`src/rtl/step_rate_gen.sv`:
```
// step_rate_gen -- turns a speed code into a periodic one-cycle step strobe
// for the stepper phase sequencer. It supports continuous running (auto_en)
// and counted moves of move_steps full steps, with a start/busy/done
// handshake and a stop/abort input.
//
// Optional feature: define STEP_RAMP_EN to enable an acceleration ramp.
// With the ramp, the first interval is max(RAMP_START, T), and each step
// shortens the interval by RAMP_DEC until it reaches T.
//
// Ports:
//   clk          system clock
//   rst          asynchronous active-low reset
//   speed_value  speed code; all-ones is fastest
//   half_step    1 = half-step mode (halves the period, doubles move length)
//   auto_en      1 = continuous run
//   start        one-cycle request for a counted move
//   move_steps   move length in full steps
//   stop         abort current activity (highest priority)
//   step_pulse   one-cycle step strobe
//   busy         high while in RUN or MOVE
//   done         one-cycle move-complete strobe
//
// state | meaning
// IDLE  | counter held at 0, waiting for auto_en or start
// RUN   | continuous stepping until auto_en drops or stop
// MOVE  | counted move; returns to IDLE after the final step or on abort
module step_rate_gen #(
    parameter int CNT_W       = 24,
    parameter int SPEED_W     = 4,
    parameter int BASE_PERIOD = 500000,
    parameter int PERIOD_STEP = 100000,
    parameter int MOVE_W      = 12,
    parameter int RAMP_START  = 2000000,
    parameter int RAMP_DEC    = 50000
) (
    input  logic               clk,
    input  logic               rst,
    input  logic [SPEED_W-1:0] speed_value,
    input  logic               half_step,
    input  logic               auto_en,
    input  logic               start,
    input  logic [MOVE_W-1:0]  move_steps,
    input  logic               stop,
    output logic               step_pulse,
    output logic               busy,
    output logic               done
);

    typedef enum logic [1:0] {IDLE, RUN, MOVE} state_t;

    localparam logic [63:0] BASE_W  = 64'(BASE_PERIOD);
    localparam logic [63:0] STEP_W  = 64'(PERIOD_STEP);
    localparam logic [63:0] CNT_MAX = 64'({CNT_W{1'b1}});
`ifdef STEP_RAMP_EN
    localparam logic [CNT_W-1:0] RAMP_S = CNT_W'(RAMP_START);
    localparam logic [CNT_W-1:0] RAMP_D = CNT_W'(RAMP_DEC);
`endif

    state_t            state, state_nxt;
    logic [CNT_W-1:0]  count, count_nxt;
    logic [CNT_W-1:0]  period, period_nxt;
    logic [MOVE_W:0]   remaining, remaining_nxt;
    logic              move_half, move_half_nxt;
    logic              zero_done, zero_done_nxt;
    logic              pulse, move_done;

    logic [SPEED_W-1:0] speed_gap;
    logic [63:0]        t_raw, t_half;
    logic               half_eff;
    logic [CNT_W-1:0]   target, entry_period, relatch_period;

    // half_step is frozen for the duration of a counted move
    assign half_eff  = (state == MOVE) ? move_half : half_step;
    assign speed_gap = ~speed_value;

    // Target period; the arithmetic is done wide so that overflow can be
    // detected and saturated instead of silently wrapping.
    always_comb begin
        t_raw  = BASE_W + 64'(speed_gap) * STEP_W;
        t_half = half_eff ? (t_raw >> 1) : t_raw;
        if (t_half > CNT_MAX)
            target = '1;
        else
            target = t_half[CNT_W-1:0];
        if (target < CNT_W'(2))
            target = CNT_W'(2);
    end

    always_comb begin
        entry_period   = target;
        relatch_period = target;
`ifdef STEP_RAMP_EN
        entry_period = (RAMP_S > target) ? RAMP_S : target;
        // A rising target is taken immediately; only a falling one is ramped.
        if (period > target && (period - target) > RAMP_D)
            relatch_period = period - RAMP_D;
`endif
    end

    always_comb begin
        state_nxt     = state;
        count_nxt     = count;
        period_nxt    = period;
        remaining_nxt = remaining;
        move_half_nxt = move_half;
        zero_done_nxt = 1'b0;
        pulse         = 1'b0;
        move_done     = 1'b0;
        case (state)
            IDLE: begin
                count_nxt = '0;
                if (!stop) begin
                    if (auto_en) begin
                        state_nxt  = RUN;
                        period_nxt = entry_period;
                    end else if (start) begin
                        if (move_steps == '0) begin
                            zero_done_nxt = 1'b1;
                        end else begin
                            state_nxt     = MOVE;
                            period_nxt    = entry_period;
                            move_half_nxt = half_step;
                            remaining_nxt = half_step ? {move_steps, 1'b0}
                                                      : {1'b0, move_steps};
                        end
                    end
                end
            end
            RUN: begin
                if (stop || !auto_en) begin
                    state_nxt = IDLE;
                    count_nxt = '0;
                end else if (count == period - CNT_W'(1)) begin
                    pulse      = 1'b1;
                    count_nxt  = '0;
                    period_nxt = relatch_period;
                end else begin
                    count_nxt = count + CNT_W'(1);
                end
            end
            MOVE: begin
                // Abort wins over a would-be step, including the final one.
                if (stop || auto_en) begin
                    state_nxt     = IDLE;
                    count_nxt     = '0;
                    remaining_nxt = '0;
                end else if (count == period - CNT_W'(1)) begin
                    pulse         = 1'b1;
                    count_nxt     = '0;
                    period_nxt    = relatch_period;
                    remaining_nxt = remaining - (MOVE_W+1)'(1);
                    if (remaining == (MOVE_W+1)'(1)) begin
                        move_done = 1'b1;
                        state_nxt = IDLE;
                    end
                end else begin
                    count_nxt = count + CNT_W'(1);
                end
            end
            default: begin
                state_nxt = IDLE;
                count_nxt = '0;
            end
        endcase
    end

    always_ff @(posedge clk or negedge rst) begin
        if (!rst) begin
            state     <= IDLE;
            count     <= '0;
            period    <= '0;
            remaining <= '0;
            move_half <= 1'b0;
            zero_done <= 1'b0;
        end else begin
            state     <= state_nxt;
            count     <= count_nxt;
            period    <= period_nxt;
            remaining <= remaining_nxt;
            move_half <= move_half_nxt;
            zero_done <= zero_done_nxt;
        end
    end

    assign step_pulse = pulse;
    assign busy       = (state != IDLE);
    assign done       = move_done | zero_done;

endmodule

```
`config.mk`:
```
export PLATFORM = sky130hd
export DESIGN_NAME = step_rate_gen
export DESIGN_NICKNAME = d
export VERILOG_FILES = /design/src/rtl/step_rate_gen.sv
export SDC_FILE = /design/constraint.sdc
export NUM_CORES = 1
export LEC_CHECK = 0
export CAP_MARGIN = 20
export CORE_MARGIN = 1.5
export CORE_UTILIZATION = 55
export CTS_BUF_LIST = sky130_fd_sc_hd__clkbuf_2
export DETAILED_ROUTE_END_ITERATION = 8
export PLACE_DENSITY = 0.74
export RECOVER_POWER = 50
export SYNTH_ARGS = -nofsm -noshare
export SYNTH_HDL_FRONTEND = slang
export SYNTH_SLANG_ARGS = --single-unit
```
`constraint.sdc`:
```
create_clock -name clk -period 5.65 [get_ports clk]
set_input_delay 1.13 -clock clk [delete_from_list [all_inputs] [get_ports clk]]
set_output_delay 1.13 -clock clk [all_outputs]
set_load 0.01 [all_outputs]
```
==> impl_metrics.toml <==
[logic_synthesis]
synth_largest_area_cell = "dfrtp_1"
async_flop_share_pct = 100
synth_seq_cells = 60
synth_area_per_cell_um2 = 8.60
synthTopCellsByArea = "dfrtp_1 (30%), ha_1 (6.6%), xnor2_1 (5.3%)"
synth_nets = 625
synth_edf_count = 0
ys.flop_type = "dfrtp_1"
postSynthCellCount = 577
syn_area_um2 = 4960
seq_area_frac_synth_pct = 30.3
yosys_warnings = 0
ys_types = 67
yosysTopAreaCellShare_pct = 30.3

[global_route]
overflow = 0
grt_max_degree = 61
antenna_found_initial = 0
grt_pass1_vias = 4237
grt_pass1_wl_um = 19300
track_usage_pct = 24.3

[outcome]
violations = "max-capacitance violations, max-slew violations"
status = "finished with violations"

[timing]
fmax_mhz = 188
rsz0062_at_grt = "false"
fin_crit_sh_pct = 94.4
clock_skew_ns = 0.0302
setup_viol = 0
tightest_slew_ns = 3.26
period_minus_slack_ns = 5.33
final_max_slew_viol_count = 61
hold_violations = 0
relSlewSlack_pct = -117
fin_tns_setup_ns = 0

[flow_run]
max-cap-violations = 1

[clock_network]
clockRootBuffer = "clkbuf_2"
ctsLongestPathBuffers = 2
cts_tree = "done"
htreeDepth = 3
numClockSinks = 60
cts_setup_buffers = 0
clk_latency_ns = 0.51
clk_pin_slew_ns = 0.19
hold_buffers = 0
cts_resized = 0
cts_buffers = 9

[layout]
nets = 650
syn2layout_area_growth_pct = 8.75
diodes = 0
drive_gt1_share_pct = 8.90
fin_cells = 715

[route]
drtAntennaViolNets = 0
drtIter0Drc = 254
drc_errors = 0
vias = 4415
drtPass1Iterations = 5
routed_via_density = 6.17
routedWlPerCell_um = 16.0
drt_wl_total_um = 11500

[die]
die-area_um2 = 9600
core.rowCount = 34
coreArea_um2 = 8720
start_util_pct = 56.9
die_x_um = 98.0
io_pins = 25
die_y_um = 98.0

[worst_setup_path]
crit_arrival_ns = 4.20
crit_path_end_kind = "primary output"
critPathMaxFanout = 5
critPathTopFamily = "simple AND/OR/NAND/NOR gates"
path_buf_inv = 1
critical_path_required_ns = 4.52
crit_chain = "or4_4 -> nor4_1 -> xnor2_1 -> o22ai_1 -> or4_4 -> or4_1 -> o21bai_1 -> clkdlybuf4s50_1"
crit_slowest_cell = "or4_1"
slowest_delay_ns = 0.68
crit_type = "reg -> out"
cpMostUsedCell = "or4_4"
startpoint = "period[5]"
worstReg2RegStart = "period[5]"
cp-start-kind = "flip-flop"

[placement]
dp_cells = 698
portBuffers = 24
place_congestion = 0.902
dpl.hpwl_um = 8500

[power]
ir_drop_v = 0.000241
power_density_nw_per_um2 = 348
p_leak_nw = 2.24

[worst_hold_path]
hold_start = "remaining[7]"
hold_class = "reg -> reg"
layout by cell type (no fill, tap or decap), drive strengths merged, types with 6 or more instances in the layout:
| master | synthesis | final |
|---|---|---|
| mux2 | 20 | 20 |
| dfrtp | 60 | 60 |
| and2 | 9 | 9 |
| xnor2 | 30 | 30 |
| or4 | 7 | 7 |
| a21oi | 20 | 20 |
| nor3 | 19 | 19 |
| a21o | 7 | 7 |
| mux2i | 19 | 19 |
| clkbuf | 12 | 10 |
| nand4 | 8 | 8 |
| xor2 | 30 | 30 |
| buf | 4 | 6 |
| a31oi | 6 | 6 |
| nand3 | 24 | 24 |
| nor4 | 11 | 11 |
| inv | 22 | 23 |
| nand2b | 7 | 7 |
| nand2 | 45 | 45 |
| o22ai | 11 | 11 |
| or3 | 6 | 6 |
| nor2 | 58 | 58 |
| nor2b | 6 | 6 |
| clkdlybuf4s50 | 0 | 22 |
| ha | 26 | 26 |
| o21ai | 36 | 36 |
synth_stat cells (3+ instances only):
library cell and n:
o21bai_1 4, a21oi_1 19, o21ai_0 35, a211oi_1 4, or3_1 5, o211ai_1 4
or2_2 4, o22a_1 4, and2_1 9, nor3_1 17, a22oi_1 3, buf_2 3
nor2b_1 6, or4_1 4, xor2_1 30, a211o_1 4, o31ai_1 3, ha_1 26
nand4_1 8, nand3_1 24, dfrtp_1 60, and3_1 4, nand2b_1 7, o32a_1 4
mux2_2 17, o22ai_1 11, xnor2_1 30, nor4_1 11, a21o_1 7, or4_4 3
mux2i_1 19, nor2_1 58, clkbuf_1 12, nand2_1 45, a31oi_1 6, nand3b_1 4
inv_1 22
where the power goes:
group	internal, mW	leakage, nW	switching (mW)
sequential	0.547	0.778	0.136
combinational	0.452	1.40	0.503
clock	0.0590	0.0583	0.181
total	1.06	2.24	0.819
worst paths after layout:
check	endpoint	slack, ns	cells after the start
max	done	0.32	8
min	remaining[7]	0.52	1
max reg2reg	count[17]	1.81	8
min reg2reg	remaining[7]	0.52	1
max in group asynchronous	period[14]	2.04	2
min in group asynchronous	count[22]	1.77	2
area by class of cell:
type	instances	area [um2]
sequential	60	1500
tap	108	135
multi-input combinational	479	3310
fill	771	3330
clock buffer	9	45.0
clock inverter	7	51.3
timing repair buffer	30	274
inverter	22	82.6
cells by family (layout without fill, tap and decap cells):
group,count (synthesis),after routing,synth area share [%]
and+or+nand+nor,224,224,23.5
AOI/OAI and AO/OA,130,130,17.5
xor gates and xnor gates,60,60,10.6
DFF,60,60,30.3
muxes,39,39,8.45
buffers and inverters,38,68,3.10
adders and majority gates,26,26,6.56
state kept, by name, indices dropped and copies added, names as in the netlist:
signal and cells:
count 24, period 19, remaining 13, state 2, move_half 1, zero_done 1
through the flow:
stage                     power, mW  area (um2)  hold WS, ns  utilization (%)  setup slack, ns
after floorplan                1.41        4960        0.462                -             1.42
after global placement         1.60        5300        0.476             60.7            0.630
after detailed placement       1.64        5300        0.489             60.7            0.479
after CTS                      1.88        5390        0.524             61.9            0.288
after global routing           2.03        5400        0.558             61.9            0.147
final                          1.88        5400        0.524             61.9            0.318
per-layer routing:
metal | wire [um] | GRT usage [%] | vias up
li1 | - | - | 2167
met1 | 4910 | 29.8 | 2076
met2 | 5710 | 42.4 | 145
met3 | 614 | 4.58 | 27
met4 | 228 | 9.34 | 0
met5 | 0 | 0 | -
worst reg2reg max path, delay by kind of cell (launching register included):
kind	cells	cell delay, ns
compound gates	1	0.12
xor+xnor	1	0.17
flops	1	0.49
simple gates	6	2.93
(Power assumes the default switching activity.)
